### src/rtl/lsu_pkg.sv
`default_nettype none
// ============================================================================
//  Module   : lsu_pkg
//  Purpose  : Shared funct3 encodings and FSM state type for the load/store
//             unit.
//  Revision : 1.0  initial release
// ============================================================================
package lsu_pkg;

  // RV32I funct3 encodings for loads and stores (stores use B/H/W only)
  localparam logic [2:0] F3_B  = 3'd0;
  localparam logic [2:0] F3_H  = 3'd1;
  localparam logic [2:0] F3_W  = 3'd2;
  localparam logic [2:0] F3_BU = 3'd4;
  localparam logic [2:0] F3_HU = 3'd5;

  typedef enum logic [1:0] {
    IDLE   = 2'd0,
    ACCESS = 2'd1,
    WRITE  = 2'd2,
    RESP   = 2'd3
  } lsu_state_t;

endpackage
`default_nettype wire

### src/rtl/lsu_align.sv
`default_nettype none
// ============================================================================
//  Module   : lsu_align
//  Purpose  : Lane extraction/extension for loads and byte/half merge for
//             read-modify-write stores. Purely combinational.
//  Revision : 1.0  initial release
// ============================================================================
module lsu_align
  import lsu_pkg::*;
(
  input  logic [2:0]  funct3_i,
  input  logic [1:0]  offset_i,
  input  logic [31:0] word_i,
  input  logic [31:0] wdata_i,
  output logic [31:0] load_o,
  output logic [31:0] merge_o
);

  logic [7:0]  w_byte;
  logic [15:0] w_half;

  // Pick the addressed lane, then sign- or zero-extend it by funct3
  always_comb begin
    w_byte = word_i[{offset_i, 3'b000} +: 8];
    w_half = offset_i[1] ? word_i[31:16] : word_i[15:0];
    case (funct3_i)
      F3_B:    load_o = {{24{w_byte[7]}}, w_byte};
      F3_BU:   load_o = {24'd0, w_byte};
      F3_H:    load_o = {{16{w_half[15]}}, w_half};
      F3_HU:   load_o = {16'd0, w_half};
      default: load_o = word_i;
    endcase
  end

  // Overlay the right-aligned store data onto the old word at the target lane
  always_comb begin
    merge_o = word_i;
    case (funct3_i[1:0])
      2'd0: merge_o[{offset_i, 3'b000} +: 8] = wdata_i[7:0];
      2'd1: begin
        if (offset_i[1]) merge_o[31:16] = wdata_i[15:0];
        else             merge_o[15:0]  = wdata_i[15:0];
      end
      default: merge_o = wdata_i;
    endcase
  end

endmodule
`default_nettype wire

### src/rtl/load_store_unit.sv
`default_nettype none
// ============================================================================
//  Module   : load_store_unit
//  Purpose  : Multi-cycle load/store initiator to a word-wide data memory.
//             Sub-word stores are performed as read-modify-write.
//  Revision : 1.0  initial release
// ============================================================================
module load_store_unit
  import lsu_pkg::*;
#(
  parameter int MEM_WORDS = 32
) (
  input  logic        clk_i,
  input  logic        rst_i,
  input  logic        req_valid_i,
  output logic        req_ready_o,
  input  logic        req_we_i,
  input  logic [2:0]  req_funct3_i,
  input  logic [31:0] req_addr_i,
  input  logic [31:0] req_wdata_i,
  output logic        rsp_valid_o,
  output logic [31:0] rsp_rdata_o,
  output logic        rsp_err_o,
  output logic        mem_we_o,
  output logic [31:0] mem_a_o,
  output logic [31:0] mem_wd_o,
  input  logic [31:0] mem_rd_i
);

  localparam logic [31:0] c_mem_words = 32'(MEM_WORDS);

  lsu_state_t  state_q, state_d;
  logic        we_q, we_d;
  logic [2:0]  f3_q, f3_d;
  logic [31:0] addr_q, addr_d;
  logic [31:0] wdata_q, wdata_d;
  logic [31:0] merge_q, merge_d;
  logic [31:0] rdata_q, rdata_d;
  logic        err_q, err_d;

  logic        w_accept;
  logic        w_err;
  logic        w_rmw;
  logic        w_sw_cycle;
  logic        w_wr_cycle;
  logic [31:0] w_align_word;
  logic [31:0] w_load;
  logic [31:0] w_merge;

  // Word fed to the aligner: live memory data for loads, captured word for merge
  assign w_align_word = (state_q == WRITE) ? merge_q : mem_rd_i;

  lsu_align u_align (
    .funct3_i (f3_q),
    .offset_i (addr_q[1:0]),
    .word_i   (w_align_word),
    .wdata_i  (wdata_q),
    .load_o   (w_load),
    .merge_o  (w_merge)
  );

  // Classify the incoming request so bad ones skip the memory entirely
  always_comb begin
    logic w_mis, w_oor, w_ill;
    w_mis = ((req_funct3_i[1:0] == 2'd1) && req_addr_i[0]) ||
            ((req_funct3_i[1:0] == 2'd2) && (req_addr_i[1:0] != 2'd0));
    w_oor = {2'b00, req_addr_i[31:2]} >= c_mem_words;
    w_ill = req_we_i ? (req_funct3_i >= 3'd3)
                     : ((req_funct3_i == 3'd3) || (req_funct3_i >= 3'd6));
    w_err = w_mis || w_oor || w_ill;
  end

  assign w_accept = req_valid_i && req_ready_o;
  assign w_rmw    = we_q && (f3_q != F3_W);

  // Next-state and request/data register updates
  always_comb begin
    state_d = state_q;
    we_d    = we_q;
    f3_d    = f3_q;
    addr_d  = addr_q;
    wdata_d = wdata_q;
    merge_d = merge_q;
    rdata_d = rdata_q;
    err_d   = err_q;
    case (state_q)
      IDLE: begin
        if (w_accept) begin
          we_d    = req_we_i;
          f3_d    = req_funct3_i;
          addr_d  = req_addr_i;
          wdata_d = req_wdata_i;
          rdata_d = '0;
          err_d   = w_err;
          state_d = w_err ? RESP : ACCESS;
        end
      end
      ACCESS: begin
        if (!we_q) rdata_d = w_load;
        if (w_rmw) begin
          merge_d = mem_rd_i;
          state_d = WRITE;
        end else begin
          state_d = RESP;
        end
      end
      WRITE:   state_d = RESP;
      RESP:    state_d = IDLE;
      default: state_d = IDLE;
    endcase
  end

  // State and request registers; reset aborts any access in flight
  always_ff @(posedge clk_i) begin
    if (rst_i) begin
      state_q <= IDLE;
      we_q    <= 1'b0;
      f3_q    <= '0;
      addr_q  <= '0;
      wdata_q <= '0;
      merge_q <= '0;
      rdata_q <= '0;
      err_q   <= 1'b0;
    end else begin
      state_q <= state_d;
      we_q    <= we_d;
      f3_q    <= f3_d;
      addr_q  <= addr_d;
      wdata_q <= wdata_d;
      merge_q <= merge_d;
      rdata_q <= rdata_d;
      err_q   <= err_d;
    end
  end

  // Output drive; writes are gated by reset so an aborted store never lands
  always_comb begin
    w_sw_cycle  = (state_q == ACCESS) && we_q && !w_rmw;
    w_wr_cycle  = (w_sw_cycle || (state_q == WRITE)) && !rst_i;
    req_ready_o = (state_q == IDLE) && !rst_i;
    rsp_valid_o = (state_q == RESP);
    rsp_rdata_o = (state_q == RESP) ? rdata_q : '0;
    rsp_err_o   = (state_q == RESP) && err_q;
    mem_we_o    = w_wr_cycle;
    mem_a_o     = ((state_q == ACCESS) || (state_q == WRITE)) ? {2'b00, addr_q[31:2]} : '0;
    mem_wd_o    = '0;
    if (w_wr_cycle) mem_wd_o = (state_q == WRITE) ? w_merge : wdata_q;
  end

endmodule
`default_nettype wire

### config.mk
export PLATFORM = sky130hd
export DESIGN_NAME = load_store_unit
export DESIGN_NICKNAME = d
export VERILOG_FILES = /design/src/rtl/lsu_pkg.sv /design/src/rtl/lsu_align.sv /design/src/rtl/load_store_unit.sv
export SDC_FILE = /design/constraint.sdc
export NUM_CORES = 1
export LEC_CHECK = 0
export CAP_MARGIN = 20
export CORE_UTILIZATION = 55
export CTS_BUF_LIST = sky130_fd_sc_hd__clkbuf_4
export CTS_CLUSTER_DIAMETER = 80
export DETAILED_ROUTE_END_ITERATION = 6
export GPL_TIMING_DRIVEN = 0
export PLACE_DENSITY_LB_ADDON = 0.25
export SYNTH_ARGS = -nofsm -noshare
export SYNTH_HDL_FRONTEND = slang
export SYNTH_SLANG_ARGS = --single-unit
### constraint.sdc
create_clock -name clk_i -period 4.38 [get_ports clk_i]
set_clock_uncertainty 0.15 [all_clocks]
set_input_delay 0.657 -clock clk_i [delete_from_list [all_inputs] [get_ports clk_i]]
set_output_delay 0.657 -clock clk_i [all_outputs]
set_load 0.1 [all_outputs]
# Yosys cells after proc, flatten, opt, wreduce, memory -nomap -nowiden
# Cells that the tools add are included.
# classes
add_sub_neg	1
n_lt_le_gt_ge	3
eq_ne	13
shifts	3
muxes	19
reduce_logical	25
# ops
cell	count
32-bit two-way mux	6
32-bit case mux with 2 select lines	2
32-bit case mux with 4 select lines	1
16-bit two-way mux	3
32-bit bitwise mux	1
8-bit by 7-bit variable shift with 32-bit output (first input constant)	1
32-bit by 6-bit indexed part select with 8-bit output	1
8-bit by 7-bit indexed part select with 32-bit output	1
30-bit by 6-bit >= comparator with 1-bit output (second input constant)	1
30-bit two-way mux	1
1-bit logical AND	9
2-bit case mux with 4 select lines	1
5-bit negation with 7-bit output	1
2-bit by 1-bit equality test with 1-bit output (second input constant)	3
2-bit equality test (second input constant)	3
3-bit equality test (second input constant)	2
1-bit logical OR	6
2-bit zero test	2
2-bit two-way mux	2
2-bit != test (second input constant)	2
2-bit AND reduction	2
2-bit nonzero test	2
3-bit by 1-bit equality test with 1-bit output (second input constant)	1
3-bit by 2-bit equality test with 1-bit output (second input constant)	1
other kinds (7)	9
# totals
register_bits	135
in_bits	103
output_inout_bits	100
elab_cells	72

# Depth between registers and ports, before layout
# Gate-level depths: netlist of run 1.
# logic_depth
depth_word	8
ltp_mapped	10
ltp_nobuf	6

# Modules after synthesis
# Synthesis of run 1 repeated with hierarchy kept, for this count alone.
# hier_totals
hier_cells	1021
area_unflattened_um2	8049.0
# by_module_without_submodules
module	n_inst	cells_each	area_per_inst_um2	seq_area_each_um2
load_store_unit	1	796	6457.4	2702.6
lsu_align	1	225	1591.5	0.0

# Least setup slack after synthesis of run 1
# No wires, ideal clock.
# synth_path
path_kind	reg-to-output
startpoint	reg addr_q[1]
endpoint	out mem_wd_o[12]
t_arrival_ns	4.110
t_required_ns	3.573
path_slack_ns	-0.537
stages_incl_launch_ff	11
path_buffers	4
path_cell_list	dfxtp_1 -> buf_2 -> inv_2 -> buf_2 -> ha_1 -> buf_2 -> and4b_1 -> clkbuf_1 -> o2bb2ai_1 -> mux2i_1 -> a211oi_1
# synth_via
elab_chain_cells	6
elab_cells_between_ends	8
cone_classes	add/sub: 1; shift: 2; mux: 5
# synth_rtl
item	line_no	rtl
start, declared	load_store_unit.sv:35	logic [31:0] addr_q, addr_d;
start signal, assigned	load_store_unit.sv:128	addr_q <= addr_d;
5-bit negation with 7-bit output	lsu_align.sv:39	2'd0: merge_o[{offset_i, 3'b000} +: 8] = wdata_i[7:0];
8-bit by 7-bit indexed part select with 32-bit output / 8-bit by 7-bit variable shift with 32-bit output (equally long branches)	lsu_align.sv:39	
32-bit bitwise mux	lsu_align.sv:39	
32-bit case mux with 2 select lines *	lsu_align.sv:38	case (funct3_i[1:0])
32-bit two-way mux * (2 in a row)	load_store_unit.sv:147	if (w_wr_cycle) mem_wd_o = (state_q == WRITE) ? w_merge : wdata_q;
end, declared	load_store_unit.sv:26	output logic [31:0] mem_wd_o,
# Mark *: on every way between the ends. The rest lies on a longest branch, timed or not.

# Worst setup path in the final report of run 1
# layout_path
startpoint	reg addr_q[1]
endpoint	out mem_wd_o[20]
# The elaborated chain is that of the path after synthesis.

==> results.md, run 1 <==
- Hold buffer count at cts: 0
- Average instance area after synthesis: 8.05 um2
- Gate Count Post-Synth: 991
- Final worst-path cycle share: 0.973
- Fraction of registers with async set or reset after synthesis: 0
- First-pass GRT wire length: 42.0 mm
- Fraction of power spent switching nets: 0.495
- Power density relative to cell area: 535 nW/um2
- Net Sw Power: 2.76 mW
- Share of post-route cells with drive strength above 1: 0.137
- DRC violations left: 2
- Max Buffers Root-to-Sink: 2
- Count of different cell masters after synthesis: 74
- Required time at the worst-slack endpoint: 3.57 ns
- Achievable frequency: 0.235 GHz
- Commonest cells after routing, fill and taps aside: sky130_fd_sc_hd__clkdlybuf4s50_1, sky130_fd_sc_hd__nand2_1, sky130_fd_sc_hd__dfxtp_1
- Place WS: -0.327 ns
- Gr usage total: 0.370
- Number of synthesized flops with an enable pin: 0
- Leading register cell type out of synthesis: sky130_fd_sc_hd__dfxtp_1
- Horiz. Die Dim: 122 um
- Clock slew at reported path FFs: 0.11 ns
- Violations in the final reports: DRC
- Initial cell density of the core: 0.568
- Post-Layout Cell Count: 1404
- Via count of the first global-routing pass: 7874
- Final weighted congestion of routability-driven global placement: 0.960
- Antenna Violating Nets Remaining: 0
- Post-CTS Resized: 155
- Via count normalized by instance count: 6.04
- Flop and latch count out of synthesis: 135
- Overall routed net length: 27.5 mm
- Maximum cell stage delay along the critical path: 0.38 ns
- Mapped cell area: 7980 um2
- Endpoints failing hold: 0
- Outcome: complete, but fails checks
- Critical Path AT: 3.45 ns
- Unrepaired setup endpoints after global routing: false
- Tmin final: 4.26 ns
- Worst setup slack after layout: 0.119 ns
- Y dimension of the die: 122 um
- CTS tree: built
- Sequential element share of the synthesized area: 0.339
- Maximum number of pins on one net before global-route repair: 17
- P&R area growth vs syn: 30.6%
- Worst Max-Slew Pin Slew: 1.01 ns
- Gate power share: 0.543
- Post-CTS Setup Bufs: 0
- Cell-internal power: 2.82 mW
- Hold slack: 0.310 ns
- Number of core rows: 43
- Placed instance count: 1372
- Cell family contributing the most delay on the critical path: buffers and inverters
- Peak fanout along the critical path: 12
- Worst hold path type: reg -> reg
- Worst path bufs/invs: 5
- Kind of capture point of the worst setup path: primary output
- Flop pwr share: 0.287
- Classification of the worst setup path: reg -> out
- HPWL Detailed: 20.2 mm
- Number of detailed-route iterations in the first pass: 7
- Count of synthesis-stage warnings from yosys: 0
- Static leakage: 3.94 nW
- CTS Root Cell: sky130_fd_sc_hd__clkbuf_4
- Number of DRC markers in iteration 0: 989
- Cell at the slowest stage of the critical path: sky130_fd_sc_hd__dfxtp_1
- Core area: 14000 um2
- Max-slew headroom: 0.324
- Commonest non-fill, non-tap cell in the layout: sky130_fd_sc_hd__clkdlybuf4s50_1
- Critical path, cell by cell: buf_2, inv_2, buf_4, ha_1, and4bb_2, clkbuf_1, a22oi_1, o22ai_1, a22o_1, clkbuf_4
- Part of the power in the clock network: 0.170
- Clock buffers created by TritonCTS: 17
- Max H-tree Level: 4
- Die ar.: 15000 um2
- Number of max-slew violations in the final report: 0
- Post-layout net count: 1322
- Routed wirelength normalized by instance count: 19.6 um
- Clock Latency Late Sink: 0.58 ns
- Final number of setup-violating endpoints: 0
- Top-level I/O count: 203
- Via count: 8484
- Type of element launching the critical path: flip-flop
- Input/output buffers: 200
- Clk sinks: 135
- Number of fill cells in the layout: 1106
- Maximum ir drop on the vdd rail: 0.317 mV
- Worst reg-to-reg setup slack: 1.82 ns
- Number of antenna violations at the first check in global routing: 0
- Number of max-cap violations: 0
- Leftover overflow at the end of global routing: 0
## Yosys cell counts, types with 6 or more instances
cell type                   number  area share
sky130_fd_sc_hd__buf_2          38       0.024
sky130_fd_sc_hd__and2_1         65       0.051
sky130_fd_sc_hd__dfxtp_1       135        0.34
sky130_fd_sc_hd__nor2_1         27       0.013
sky130_fd_sc_hd__ha_1            9       0.014
sky130_fd_sc_hd__nand2b_1       74       0.058
sky130_fd_sc_hd__o22ai_1        12      0.0094
sky130_fd_sc_hd__nor3_2          7      0.0088
sky130_fd_sc_hd__o21ai_1         7      0.0044
sky130_fd_sc_hd__a221o_1         6      0.0075
sky130_fd_sc_hd__a22oi_1        39       0.037
sky130_fd_sc_hd__inv_1          10      0.0047
sky130_fd_sc_hd__mux2_2         13       0.018
sky130_fd_sc_hd__clkbuf_1       35       0.016
sky130_fd_sc_hd__mux2i_1        40       0.050
sky130_fd_sc_hd__nand2_1       163       0.077
sky130_fd_sc_hd__a22o_1         17       0.019
sky130_fd_sc_hd__a211oi_2        9       0.014
sky130_fd_sc_hd__o21ai_0        76       0.048
sky130_fd_sc_hd__buf_4           7      0.0066
sky130_fd_sc_hd__a21oi_1        65       0.041
sky130_fd_sc_hd__a211oi_1       11       0.010
sky130_fd_sc_hd__o2bb2ai_1      16       0.018
sky130_fd_sc_hd__nand3_1        24       0.015
sky130_fd_sc_hd__nor2b_1         9      0.0071
## cell families after synthesis
logic type,after synthesis,share of synthesized area
AND/OR/NAND/NOR,401,0.265
AO/OA/AOI/OAI,290,0.243
flip-flops,135,0.339
buffers and inverters,96,0.0591
multiplexers,59,0.0800
adder cells (fa/ha/maj),9,0.0141
other,1,0.000470
## worst paths after layout
| path | start | end | cells after the start |
|---|---|---|---|
| setup / recovery | addr_q[1]$_SDFFE_PP0P_ | mem_wd_o[20] | 10 |
| hold / removal | rdata_q[6]$_SDFFE_PP0P_ | rdata_q[6]$_SDFFE_PP0P_ | 2 |
| setup reg to reg | state_q[0]$_SDFFE_PP0P_ | rdata_q[24]$_SDFFE_PP0P_ | 8 |
| hold reg to reg | rdata_q[6]$_SDFFE_PP0P_ | rdata_q[6]$_SDFFE_PP0P_ | 2 |
## registers in the layout (all words and copies together), names as in the netlist
register and flops:
state_q 2, addr_q 32, wdata_q 32, we_q 1
f3_q 3, merge_q 32, err_q 1, rdata_q 32
## power groups by stage
stage               clock (mW)  sequential, mW  combinational, mW
floorplan                    0            1.56               2.20
global placement             0            1.61               2.94
detailed placement           0            1.62               2.97
CTS                      0.942            1.59               2.97
global route              1.00            1.62               3.18
finish                   0.949            1.60               3.03
## metal layers
metal	part of all wire	GRT usage	vias to the layer above
met5	0	0	-
met4	0.043	0.184	0
met3	0.097	0.0836	109
met2	0.45	0.567	517
met1	0.41	0.487	3925
li1	-	-	3933
## layout make-up
class | instances | area (um2) | share of cell area
buffer | 84 | 429 | 0.0412
timing repair buffer | 200 | 1880 | 0.181
clock buffer | 19 | 143 | 0.0137
inverter | 11 | 41.3 | 0.00396
tap | 180 | 225 | 0.0216
clock inverter | 13 | 179 | 0.0172
sequential | 135 | 2700 | 0.259
antenna | 1 | 2.50 | 0.000240
multi-input combinational | 761 | 4820 | 0.462
## worst min-delay path, delay by kind of cell (launching register included)
| family | cells | cell delay, ns |
|---|---|---|
| DFF | 1 | 0.32 |
| AOI/OAI and AO/OA | 1 | 0.05 |
| and+or+nand+nor | 1 | 0.05 |
## metrics by stage
step	util	area [um2]	TNS (ns)	power, mW
after floorplan	-	7990	0	3.76
after global placement	0.728	10200	-2.15	4.55
after detailed placement	0.728	10200	-2.15	4.59
after CTS	0.745	10500	0	5.50
after global routing	0.742	10400	0	5.80
final	0.742	10400	0	5.58
Power figures use the tool's default switching activity.
==> run 2, diff against run 1 <==
--- a/config.mk
+++ b/config.mk
@@ -12,6 +12,7 @@
 export DETAILED_ROUTE_END_ITERATION = 6
 export GPL_TIMING_DRIVEN = 0
 export PLACE_DENSITY_LB_ADDON = 0.25
+export RECOVER_POWER = 50
 export SYNTH_ARGS = -nofsm -noshare
 export SYNTH_HDL_FRONTEND = slang
 export SYNTH_SLANG_ARGS = --single-unit
==> run 2 against run 1 <==
Effect of this change:
- the flow still finishes with violations (DRC)
- flip-flop and latch count unchanged
- maximum frequency is 0.39% lower
- routed wire length down 0.27%
- utilization fell by 0.24 points
- critical path depth down 3
- highest routed layer unchanged
==> results.md, run 2 (same netlist as run 1, synthesis figures left out) <==
- Cell at the slowest stage of the critical path: sky130_fd_sc_hd__clkbuf_1
- Final Instance Area: 10400 um2 (-0.32%)
- Worst Max-Slew Pin Slew: 1.01 ns (-0.00275 ns)
- HPWL Detailed: 20.2 mm (unchanged)
- Tmin final: 4.28 ns (+0.0167 ns)
- Static leakage: 3.89 nW (-1.3%)
- Max Buffers Root-to-Sink: 2 (unchanged)
- Gr usage total: 0.370 (unchanged)
- Maximum number of pins on one net before global-route repair: 17 (unchanged)
- Share of post-route cells with drive strength above 1: 0.125 (-0.0114)
- Via count normalized by instance count: 6.05 (about the same)
- Maximum ir drop on the vdd rail: 0.316 mV (-0.34%)
- Overall routed net length: 27.5 mm (-0.27%)
- Violations in the final reports: DRC
- Post-layout power: 5.56 mW (-0.45%)
- Unrepaired setup endpoints after global routing: false
- Final worst-path cycle share: 0.977 (+0.00381)
- Input/output buffers: 200 (unchanged)
- Outcome: complete, but fails checks
- Hold slack: 0.315 ns (+0.00520 ns)
- Clock slew at reported path FFs: 0.13 ns (+0.02 ns)
- Final total negative setup slack: 0 ns (unchanged)
- Post-layout net count: 1322 (unchanged)
- CTS tree: built
- P&R area growth vs syn: 30.2%
- Worst hold path type: reg -> reg
- Clock buffers created by TritonCTS: 17 (unchanged)
- Peak fanout along the critical path: 11 (-1)
- Kind of capture point of the worst setup path: primary output
- Clk sinks: 135 (unchanged)
- Routed wirelength normalized by instance count: 19.6 um (-0.27%)
- First-pass GRT wire length: 42.0 mm (unchanged)
- Number of antenna violations at the first check in global routing: 0 (unchanged)
- Number of detailed-route iterations in the first pass: 7 (unchanged)
- Commonest cells after routing, fill and taps aside: sky130_fd_sc_hd__clkdlybuf4s50_1, sky130_fd_sc_hd__nand2_1, sky130_fd_sc_hd__dfxtp_1
- Max H-tree Level: 4 (unchanged)
- Via count of the first global-routing pass: 7874 (unchanged)
- Horiz. Die Dim: 122 um (unchanged)
- Leftover overflow at the end of global routing: 0 (unchanged)
- Classification of the worst setup path: in -> out
- Power density relative to cell area: 535 nW/um2 (-0.13%)
- Commonest non-fill, non-tap cell in the layout: sky130_fd_sc_hd__clkdlybuf4s50_1
- Initial cell density of the core: 0.568 (unchanged)
- Final weighted congestion of routability-driven global placement: 0.960 (unchanged)
- CTS Root Cell: sky130_fd_sc_hd__clkbuf_4
- Via count: 8488 (+0.047%)
- Required time at the worst-slack endpoint: 3.57 ns (about the same)
- Type of element launching the critical path: input port
- DRC violations left: 6 (+4)
- Final number of setup-violating endpoints: 0 (unchanged)
- Number of DRC markers in iteration 0: 1052 (+6.4%)
- Clock Latency Late Sink: 0.59 ns (about the same)
- Critical Path AT: 3.47 ns (+0.02 ns)
- Core area: 14000 um2 (unchanged)
- Y dimension of the die: 122 um (unchanged)
- Number of max-cap violations: 0 (unchanged)
- Number of max-slew violations in the final report: 0 (unchanged)
- Maximum cell stage delay along the critical path: 0.71 ns (+0.33 ns)
- Number of core rows: 43 (unchanged)
- Antenna Violating Nets Remaining: 0 (unchanged)
- Top-level I/O count: 203 (unchanged)
- Critical path, cell by cell: clkdlybuf4s50_1, buf_2, clkbuf_1, clkbuf_1, clkbuf_1, a21oi_1, buf_4
- Endpoints failing hold: 0 (unchanged)
- Library cell appearing most often on the critical path: sky130_fd_sc_hd__clkbuf_1
- Achievable frequency: 0.234 GHz (-0.39%)
- Die ar.: 15000 um2 (unchanged)
- Dpl cell area: 10200 um2 (unchanged)
- Max-slew headroom: 0.326 (+0.00184)
==> run 2: per-layer routing <==
layer	share of wire	global-route usage	wire (um)	up-vias
met5	0	0	0	-
met4	0.041	0.184	1130	0
met3	0.10	0.0836	2820	98
met2	0.45	0.567	12400	519
met1	0.40	0.487	11100	3933
li1	-	-	-	3938
==> run 2: critical path, delay by kind of cell <==
family                 cells  cell delay (ns)
buffers and inverters      6             2.69
AO/OA/AOI/OAI              1             0.11
==> run 2: cell type report <==
class	count	area [um2]
Multi-Input combinational cell	761	4800
Antenna cell	1	2.50
Clock inverter	13	179
Buffer	84	410
Fill cell	1114	3650
Tap cell	180	225
Inverter	11	41.3
Timing Repair Buffer	200	1880
Sequential cell	135	2700
Clock buffer	19	143
==> run 2: metrics by stage <==
| step | instances | worst slack (ns) | util |
|---|---|---|---|
| floorplan | 992 | 0.131 | - |
| global placement | 1372 | -0.319 | 0.728 |
| detailed placement | 1372 | -0.327 | 0.728 |
| CTS | 1404 | 0.0498 | 0.745 |
| global route | 1403 | 0.00330 | 0.740 |
| finish | 1404 | 0.102 | 0.740 |
==> run 2: final timing paths <==
path | from | end | slack (ns) | cells past startpoint
max | rst_i | mem_wd_o[30] | 0.10 | 7
min | merge_q[26]$_SDFFE_PP0P_ | merge_q[26]$_SDFFE_PP0P_ | 0.31 | 2
max reg2reg | state_q[1]$_SDFFE_PP0P_ | addr_q[1]$_SDFFE_PP0P_ | 1.15 | 10
min reg2reg | merge_q[26]$_SDFFE_PP0P_ | merge_q[26]$_SDFFE_PP0P_ | 0.31 | 2
==> run 2: timing repair <==
action | 4_1_cts | 5_1_grt
pin swaps | 0 | 0
hold buffers | 0 | 0
resized for setup | 155 | 24
setup endpoints to repair | 33 | 17
setup buffers | 0 | 0
==> run 2: power by group <==
part | internal (mW) | switching [mW]
sequential | 1.43 | 0.169
clock | 0.462 | 0.485
combinational | 0.905 | 2.10
total | 2.80 | 2.75
==> run 3, diff against run 2 <==
--- a/config.mk
+++ b/config.mk
@@ -6,6 +6,7 @@
 export NUM_CORES = 1
 export LEC_CHECK = 0
 export CAP_MARGIN = 20
+export CORE_MARGIN = 5
 export CORE_UTILIZATION = 55
 export CTS_BUF_LIST = sky130_fd_sc_hd__clkbuf_4
 export CTS_CLUSTER_DIAMETER = 80
==> run 3 against run 2 <==
Effect of this change:
- the run now ends clean
- count of clock-buffer cells in the layout decreased by 2
- sequential share of layout area decreased by 0.13 points
- combinational power about the same
- final area increased by 0.49%
- maximum frequency decreased by 2.1%
- flip-flop and latch count unchanged
- power increased by 1.3%
- critical path type unchanged
==> results.md, run 3 (same netlist as run 1, synthesis figures left out) <==
- Post-layout net count: 1322 (unchanged)
- Number of max-slew violations in the final report: 0 (unchanged)
- Clock buffers created by TritonCTS: 17 (unchanged)
- Type of element launching the critical path: input port
- Routed wirelength normalized by instance count: 19.7 um (+0.65%)
- Worst r2r dst: addr_q[0]$_SDFFE_PP0P_
- Static leakage: 3.92 nW (+0.75%)
- Classification of the worst setup path: in -> out
- Worst path bufs/invs: 5 (-1)
- Cell family contributing the most delay on the critical path: buffers and inverters
- First-pass GRT wire length: 42.4 mm (+0.85%)
- DRC violations left: 0 (-6)
- Number of detailed-route iterations in the first pass: 6 (-1)
- Critical path, cell by cell: dlygate4sd3_1, buf_2, clkbuf_1, clkbuf_1, nor2_1, a22o_1, clkdlybuf4s15_2
- Cell at the slowest stage of the critical path: sky130_fd_sc_hd__clkbuf_1
- Top-level I/O count: 203 (unchanged)
- HPWL Detailed: 20.5 mm (+1.5%)
- Number of max-cap violations: 0 (unchanged)
- End point of the worst hold path: rdata_q[6]$_SDFFE_PP0P_
- Clock slew at reported path FFs: 0.12 ns (about the same)
- CTS tree: built
- Number of antenna violations at the first check in global routing: 1 (+1)
- Commonest cells after routing, fill and taps aside: sky130_fd_sc_hd__clkdlybuf4s50_1, sky130_fd_sc_hd__nand2_1, sky130_fd_sc_hd__dfxtp_1
- Kind of capture point of the worst setup path: primary output
- Library cell appearing most often on the critical path: sky130_fd_sc_hd__clkbuf_1
- Power density relative to cell area: 539 nW/um2 (+0.78%)
- Final worst-path cycle share: 0.998 (+0.0212)
- Horiz. Die Dim: 130 um (+6.5%)
- Worst hold start: rdata_q[6]$_SDFFE_PP0P_
- Number of DRC markers in iteration 0: 1030 (-2.1%)
- Leftover overflow at the end of global routing: 0 (unchanged)
- Post-Layout Cell Count: 1408 (+0.28%)
- Endpoints failing hold: 0 (unchanged)
- Share of post-route cells with drive strength above 1: 0.126 (+0.000818)
- Gr usage total: 0.321 (-0.0489)
- Max Buffers Root-to-Sink: 2 (unchanged)
- Post-CTS Setup Bufs: 0 (unchanged)
- Launch point of the critical path: rst_i
- Commonest non-fill, non-tap cell in the layout: sky130_fd_sc_hd__clkdlybuf4s50_1
- Outcome: finished clean
- Post-layout power: 5.63 mW (+1.3%)
- Worst flop-to-flop path startpoint: state_q[1]$_SDFFE_PP0P_
- Clock Latency Late Sink: 0.57 ns (-0.02 ns)
- Achievable frequency: 0.229 GHz (-2.1%)
- Number of core rows: 44 (+2.3%)
- Max H-tree Level: 4 (unchanged)
- Maximum number of pins on one net before global-route repair: 17 (unchanged)
- Via count of the first global-routing pass: 7867 (-0.089%)
- Die ar.: 17000 um2 (+13%)
- Via count normalized by instance count: 5.97 (-1.3%)
- Via count: 8402 (-1.0%)
- Final weighted congestion of routability-driven global placement: 0.997 (+3.8%)
- Placed instance count: 1376 (+0.29%)
- Required time at the worst-slack endpoint: 3.57 ns (about the same)
- Y dimension of the die: 130 um (+6.5%)
- Cell depth of the worst setup path: 7 (unchanged)
- Final number of setup-violating endpoints: 0 (unchanged)
- Overall routed net length: 27.7 mm (+0.94%)
- Max-slew headroom: 0.325 (-0.00146)
- Maximum cell stage delay along the critical path: 0.63 ns (-0.08 ns)
- Critical Path AT: 3.56 ns (+0.09 ns)
- Maximum ir drop on the vdd rail: 0.430 mV (+36%)
- Peak fanout along the critical path: 10 (-1)
- Number of cells on the worst hold path: 2 (unchanged)
- Clk sinks: 135 (unchanged)
- Worst hold path type: reg -> reg
- Input/output buffers: 200 (unchanged)
- P&R area growth vs syn: 30.9%
- Final total negative setup slack: 0 ns (unchanged)
- Antenna Violating Nets Remaining: 0 (unchanged)
- Tmin final: 4.37 ns (+0.0930 ns)
- Worst reg-to-reg setup slack: 1.11 ns (-0.04 ns)
- Initial cell density of the core: 0.555 (-0.0129)
- Worst R2R Path Depth: 10 (unchanged)
- Core area: 14400 um2 (+2.3%)
- CTS Root Cell: sky130_fd_sc_hd__clkbuf_4
- Worst Max-Slew Pin Slew: 1.01 ns (+0.00218 ns)
[run 3: area by class of cell]
cell class / instances / area (um2)
diodes: 1 / 2.50
plain buffers: 84 / 412
clock buffers: 17 / 128
clock inverters: 15 / 224
fillers: 1183 / 3930
inverters: 11 / 41.3
multi-input cells: 761 / 4800
flip-flops and latches: 135 / 2700
well taps: 184 / 230
repair buffers: 200 / 1900
[run 3: worst max path at each step]
stage	endpoint	slack, ns
floorplan	mem_wd_o[30]	0.13
global placement	mem_wd_o[30]	-0.30
detailed placement	mem_wd_o[30]	-0.27
CTS	mem_we_o	0.005
global route	mem_wd_o[1]	-0.005
finish	mem_wd_o[27]	0.009
[run 3: where the power goes]
group / leakage [nW] / total (mW) / switching (mW) / internal, mW
Combinational: 2.63 / 3.01 / 2.10 / 0.909
Sequential: 1.10 / 1.60 / 0.167 / 1.43
Clock: 0.184 / 1.02 / 0.507 / 0.512
[run 3: tightest hold or removal path: cells and delay by family, from the launching register on]
family / cells / cell delay, ns
AO/OA/AOI/OAI: 1 / 0.05
flip-flops: 1 / 0.33
AND/OR/NAND/NOR: 1 / 0.05
[run 3: stage by stage]
step / setup slack [ns] / instance area, um2 / utilization / hold WS, ns
after global routing: -0.00482 / 10400 / 0.727 / 0.326
after floorplan: 0.131 / 7990 / - / 0.271
after CTS: 0.00504 / 10500 / 0.729 / 0.308
final: 0.00928 / 10400 / 0.727 / 0.310
after global placement: -0.297 / 10200 / 0.712 / 0.287
after detailed placement: -0.275 / 10200 / 0.712 / 0.291
[run 3: layer usage]
layer / up-vias / GRT usage / wire length, um
met2: 491 / 0.487 / 12200
li1: 3932 / - / -
met3: 101 / 0.0959 / 3120
met4: 0 / 0.146 / 1260
met1: 3878 / 0.423 / 11100
met5: - / 0 / 0
[run 3: what timing repair did]
action / in CTS / in global routing
endpoints found under the setup margin: 32 / 26
gates resized for setup: 154 / 25
hold buffers: 0 / 0
endpoints found under the hold margin: 0 / 0
